`src/rtl/sb_pkg.sv`:
```
// sb_pkg: shared types for the forwarding scoreboard.
// Slot entry layout, forward-select encoding and select width.
package sb_pkg;

  localparam int SB_REG_AW = 5;
  localparam int SB_DEPTH  = 3;
  localparam int SB_LAT_W  = 2;

  // forward select 0 means "read the register file"
  localparam int FS_NONE = 0;

  function automatic int fs_w(input int depth);
    return $clog2(depth + 1);
  endfunction

  typedef struct packed {
    logic                 vld;
    logic [SB_REG_AW-1:0] dst;
    logic [SB_LAT_W-1:0]  lat;
  } sb_entry_t;

endpackage

```
`src/rtl/sb_md_counter.sv`:
```
// sb_md_counter: countdown for one in-flight multicycle result.
// Holds the destination register while the countdown is nonzero.
import sb_pkg::*;

module sb_md_counter #(
  parameter int REG_AW  = SB_REG_AW,
  parameter int MDCNT_W = 6
) (
  input  logic               clk,
  input  logic               reset,
  input  logic               load,
  input  logic [MDCNT_W-1:0] cycles,
  input  logic [REG_AW-1:0]  dst_in,
  output logic               busy,
  output logic               done,
  output logic [REG_AW-1:0]  dst
);

  logic [MDCNT_W-1:0] cnt_q;
  logic               done_q;
  logic [REG_AW-1:0]  dst_q;

  // load on accepted start, count down to zero, pulse after 1->0
  always_ff @(posedge clk) begin
    if (reset) begin
      cnt_q  <= '0;
      done_q <= 1'b0;
      dst_q  <= '0;
    end else begin
      done_q <= (cnt_q == MDCNT_W'(1));
      if (cnt_q != '0) begin
        cnt_q <= cnt_q - MDCNT_W'(1);
      end else if (load) begin
        cnt_q <= cycles;
        dst_q <= dst_in;
      end
    end
  end

  assign busy = (cnt_q != '0);
  assign done = done_q;
  assign dst  = dst_q;

endmodule

```
`src/rtl/fwd_scoreboard.sv`:
```
// fwd_scoreboard: slot-based dependency tracker with forward selects.
// Optional stall counter enabled by SB_STALL_CNT_EN.
import sb_pkg::*;

module fwd_scoreboard #(
  parameter int REG_AW  = SB_REG_AW,
  parameter int NSRC    = 2,
  parameter int DEPTH   = SB_DEPTH,
  parameter int MDCNT_W = 6,
  localparam int FS_W   = fs_w(DEPTH),
  localparam int LAT_W  = (DEPTH > 1) ? $clog2(DEPTH) : 1
) (
  input  logic                   clk,
  input  logic                   reset,
  input  logic                   issue_vld,
  input  logic                   issue_wr,
  input  logic [REG_AW-1:0]      issue_dst,
  input  logic [LAT_W-1:0]       issue_lat,
  input  logic [NSRC*REG_AW-1:0] src_addr,
  input  logic [NSRC-1:0]        src_used,
  input  logic                   stall_in,
  input  logic                   flush_in,
  input  logic                   md_start,
  input  logic [REG_AW-1:0]      md_dst,
  input  logic [MDCNT_W-1:0]     md_cycles,
  output logic [NSRC*FS_W-1:0]   fwd_sel,
  output logic                   stall_req,
  output logic                   md_busy,
  output logic                   md_done,
  output logic [31:0]            stall_cnt
);

  sb_entry_t         slot_q [DEPTH];
  sb_entry_t         issue_entry;
  logic [NSRC-1:0]   src_wait;
  logic [NSRC-1:0]   md_hit;
  logic [REG_AW-1:0] md_dst_q;
  logic              md_load;

  assign issue_entry = {issue_vld & issue_wr, issue_dst, issue_lat};

  for (genvar s = 0; s < NSRC; s++) begin : g_src
    logic [REG_AW-1:0] addr;
    logic [FS_W-1:0]   sel;
    logic              wait_s;

    assign addr = src_addr[s*REG_AW +: REG_AW];

    // youngest matching slot decides: forward from it or wait
    always_comb begin
      sel    = FS_W'(FS_NONE);
      wait_s = 1'b0;
      for (int k = DEPTH - 1; k >= 0; k--) begin
        if (slot_q[k].vld && slot_q[k].dst == addr &&
            addr != '0 && src_used[s]) begin
          if (k >= int'(slot_q[k].lat)) begin
            sel    = FS_W'(k + 1);
            wait_s = 1'b0;
          end else begin
            sel    = FS_W'(FS_NONE);
            wait_s = 1'b1;
          end
        end
      end
    end

    assign fwd_sel[s*FS_W +: FS_W] = sel;
    assign src_wait[s] = wait_s;
    assign md_hit[s] = src_used[s] && addr != '0 && addr == md_dst_q;
  end

  assign stall_req = (|src_wait) |
                     (md_busy & (|md_hit)) |
                     (md_start & md_busy);

  assign md_load = md_start & ~md_busy & ~stall_req;

  sb_md_counter #(
    .REG_AW  (REG_AW),
    .MDCNT_W (MDCNT_W)
  ) u_md (
    .clk    (clk),
    .reset  (reset),
    .load   (md_load),
    .cycles (md_cycles),
    .dst_in (md_dst),
    .busy   (md_busy),
    .done   (md_done),
    .dst    (md_dst_q)
  );

  // advance slots; external stall freezes them, flush kills slot 0
  always_ff @(posedge clk) begin
    if (reset) begin
      for (int k = 0; k < DEPTH; k++) slot_q[k] <= '0;
    end else if (stall_in) begin
      if (flush_in) slot_q[0] <= '0;
    end else begin
      for (int k = DEPTH - 1; k > 0; k--) slot_q[k] <= slot_q[k-1];
      slot_q[0] <= (stall_req | flush_in) ? '0 : issue_entry;
    end
  end

`ifdef SB_STALL_CNT_EN
  logic [31:0] stall_cnt_q;

  // saturating count of cycles with stall_req high
  always_ff @(posedge clk) begin
    if (reset) begin
      stall_cnt_q <= '0;
    end else if (stall_req && stall_cnt_q != 32'hFFFF_FFFF) begin
      stall_cnt_q <= stall_cnt_q + 32'd1;
    end
  end

  assign stall_cnt = stall_cnt_q;
`else
  assign stall_cnt = '0;
`endif

endmodule

```
`config.mk`:
```
export PLATFORM = sky130hd
export DESIGN_NAME = fwd_scoreboard
export DESIGN_NICKNAME = d
export VERILOG_FILES = /design/src/rtl/sb_pkg.sv /design/src/rtl/sb_md_counter.sv /design/src/rtl/fwd_scoreboard.sv
export SDC_FILE = /design/constraint.sdc
export NUM_CORES = 1
export LEC_CHECK = 0
export CELL_PAD_IN_SITES_DETAIL_PLACEMENT = 0
export CELL_PAD_IN_SITES_GLOBAL_PLACEMENT = 1
export CORE_MARGIN = 2
export CORE_UTILIZATION = 43
export DETAILED_ROUTE_END_ITERATION = 10
export DONT_BUFFER_PORTS = 1
export HOLD_SLACK_MARGIN = 0.03
export PLACE_DENSITY_LB_ADDON = 0.1
export SETUP_SLACK_MARGIN = 0.1
export SLEW_MARGIN = 10
export SYNTH_ARGS = -nofsm -noshare
export SYNTH_HDL_FRONTEND = slang
export SYNTH_HIERARCHICAL = 1
export SYNTH_SLANG_ARGS = --single-unit
```
`constraint.sdc`:
```
create_clock -name clk -period 2.7 [get_ports clk]
set_input_delay 0 -clock clk [delete_from_list [all_inputs] [get_ports clk]]
set_output_delay 0 -clock clk [all_outputs]
set_load 0.02 [all_outputs]
```
==> metrics.md <==
| Metric | Value |
|---|---|
| Status | complete, no violations |
| Critical path origin | slot_q[0][5]$_SDFFCE_PP0P_ |
| Crit Path Category | reg -> reg |
| Die height | slightly above 80 um |
| Mux cell area share after synthesis | 0.0429 |
| Hold WC Path Type | in -> reg |
| Synth Warn # | 6 |
| Core area | 5850 sq um |
| Total Wirelength | 5240 um |
| Ratio of cells with drive above 1 in the final layout | 0.121 |
| Syn Inst Count | 254 |
| Clk root buf | clkbuf_8 |
| Hold_sp | md_cycles[0] |
| Full die area | 6600 sq um |
| P&R area growth vs syn | 9.51% |
| Buf/Inv on CP | 1 |
| Launching element type of the critical path | flip-flop |
| Post-Synth Adder-Cell Area | 0.00975 |
| Worst EP required | 2.75 ns |
| Cell mode on critical path | nand4_1 |
| Clock Path Buffers | 2 |
| Leakage | 0.00106 uW |
| CP delay by family, top | simple AND/OR/NAND/NOR gates |
| Ys async rst share | 0 |
| Power Dens Cells | 614 nW/um^2 |
| Fmax | between 0.4 and 0.5 GHz |
| Crit share post-route | 0.908 |
| Reg2reg start | slot_q[0][5]$_SDFFCE_PP0P_ |
| Avg WL per Cell | 15.1 um |
| IO buf count | 0 |
| Router iterations before antenna repair | 4 |
| Post-Synth XOR/XNOR Area | 0.140 |
| Final setup viols | 0 |
| DRC violations left | 0 |
| Cell Chain, Critical Path | xnor2_1 > nand4_1 > nor3_2 > o21ai_2 > nand4_1 > dlygate4sd3_1 > nor3b_2 |
| Via count | 1,703 |
| TNS Setup | 0 ns |
| Crit. End Element | flip-flop |
| Crit Path Max Fanout | 10 |
| Crit path time final | 2.45 ns |
| #FFs+latches synth | 36 |
| Worst Path Arrival | 2.50 ns |
| Initial antenna violation count | 0 |
| Max VDD drop | 0.388 mV |
| Post-Place Cell Area | 2490 sq um |
| Post-synth top cells | 32 x buf_4, 29 x xnor2_1, 24 x edfxtp_1, 16 x and2_1, 13 x nand2b_1 |
| Area share of the largest cell type after synthesis | 0.281 |
| Largest net degree at the start of global routing | 18 |
| RSZ-0062 raised after global routing | false |
| Worst-Skew Late Latency | 0.29 ns |
| Cell taking the most area after synthesis | edfxtp_1 |
| Dpl hpwl | 3830 um |
| Count leader, synth | buf_4 |
| Simple-gate area share of the yosys netlist | 0.222 |
| Most used DFF post-synth | edfxtp_1 |
| Overflow after GRT | 0 |
| Initial DRC count | 67 |
| Max-cap violations | 0 |
| Cell area after synthesis | 2570 sq um |
| Final hold violation count | 0 |
| CTS Buf Count | 5 |
| Largest incremental delay on the critical path | 0.57 ns |
| CTS tree | built |
| Final core occ | 0.480 |
| Seq/Total Area, Yosys | 0.374 |
| Detail-routed via count per cell | 4.91 |
| First-pass GRT wire length | slightly below 8000 um |
| EDFF count, synth | 24 |
| Clk pin slew, worst setup/hold paths | ~0.080 ns |
| Total global-route track usage | 0.162 |
| Final nets | 310 |
| Number of diodes | 0 |
| Slew @ Worst Pin | 1.07 ns |
| Starting Density | 0.439 |
| Max-slew violations | 0 |
| Post-synthesis compound-gate area fraction | 0.0790 |
| Num Clock Sinks | 36 |
| Yosys cell types | 44 |
| H-tree levels | 2 |
| Clock skew | a little over 0.008 ns |
| Die W | between 80 and 90 um |
| Antenna Nets Post-Route | 0 |
| Synth Area per Inst | 10.1 sq um |
| GP Congestion | 0.792 |
| Number of global-route vias before repair | 1,581 |
| Largest cells by area after synthesis | edfxtp_1 28%, xnor2_1 9.9%, dfxtp_1 9.4% |
| IO Count | between 70 and 80 |
| Largest family of logic cells by synthesized area | simple AND/OR/NAND/NOR gates |
| Max_slew headroom | 0.285 |
| Finished Cell Area | 2810 sq um |
| Slowest CP cell | dlygate4sd3_1 |
| Cell row count | 28 |
## power breakdown
part	leakage, uW	switching, uW	internal [uW]
clock	0.0000388	189	179
combinational	0.000654	336	276
sequential	0.000368	77.8	667
total	0.00106	603	1120
## flip-flops by register name, summed over array words and instances (netlist names)
signal      cells
slot_q         24
u_md/cnt_q      6
u_md/dst        5
u_md/done       1
## worst paths after layout
path                                end  depth (start not counted)  slack (ns)
max          slot_q[0][7]$_SDFFCE_PP0P_                          7        0.25
max reg2reg  slot_q[0][7]$_SDFFCE_PP0P_                          7        0.25
min reg2reg    u_md/dst[1]$_SDFFE_PP0P_                          2        0.52
min          u_md/cnt_q[0]$_SDFFE_PP0P_                          3        0.08
## placed cells by master (no fill, tap or decap), types with 2 or more instances in the layout
cell	count
conb_1	32
xnor2_1	29
edfxtp_1	24
dlygate4sd3_1	20
and2_1	16
nand2b_1	13
xor2_1	12
dfxtp_1	12
nand4_1	11
mux2i_1	10
nor2_1	8
nand3_1	7
nand2_1	7
buf_4	7
nor4_1	5
clkbuf_8	5
inv_1	4
a21oi_1	4
a311oi_1	4
or4_4	3
nor3_1	3
a31oi_1	3
o21ai_4	2
nor4_2	2
a21boi_0	2
nor3_2	2
nand3b_1	2
or2_1	2
ha_1	2
## kinds of logic after synthesis
logic type      after synthesis
simple gates                 89
buf+inv                      52
xor+xnor                     41
flops                        36
compound gates               22
mux                          11
fa+ha+maj                     2
other cells                   1
## tightest hold or removal path, stage by stage
cell      delay, ns
nand2b_1       0.12
a31oi_1        0.15
a311oi_1       0.06
## repair_timing
item                                    in CTS  in global routing
endpoints found under the setup margin       0                 10
hold endpoints to repair                    20                  0
resized for setup                            0                  4
buffers inserted                             0                  3
hold buffers                                20                  0
## layout make-up
| cell class | count | area [sq um] |
|---|---|---|
| fill | 571 | 3040 |
| multi-input combinational | 197 | 1400 |
| sequential | 36 | 961 |
| timing repair buffer | 27 | 253 |
| tap | 75 | 93.8 |
| clock buffer | 6 | 72.6 |
| inverter | 4 | 15.0 |
| clock inverter | 2 | 11.3 |
## through the flow
stage	total power [uW]	worst slack [ns]	cells	hold slack [ns]
2_1_floorplan	1270	0.111	285	0.155
4_1_cts	1740	0.182	344	0.0711
5_1_grt	1830	0.117	347	0.120
6_report	1720	0.248	347	0.0816
3_3_place_gp	1350	0.229	316	0.0730
3_5_place_dp	1340	0.189	316	0.0777
## per-layer routing
layer	up-vias	GRT usage	wire (um)
li1	856	-	-
met1	792	0.216	2430
met2	50	0.264	2500
met3	5	0.0311	243
met4	0	0.0508	68
met5	-	0	0
Note: power is estimated with default switching activity, not from simulation.
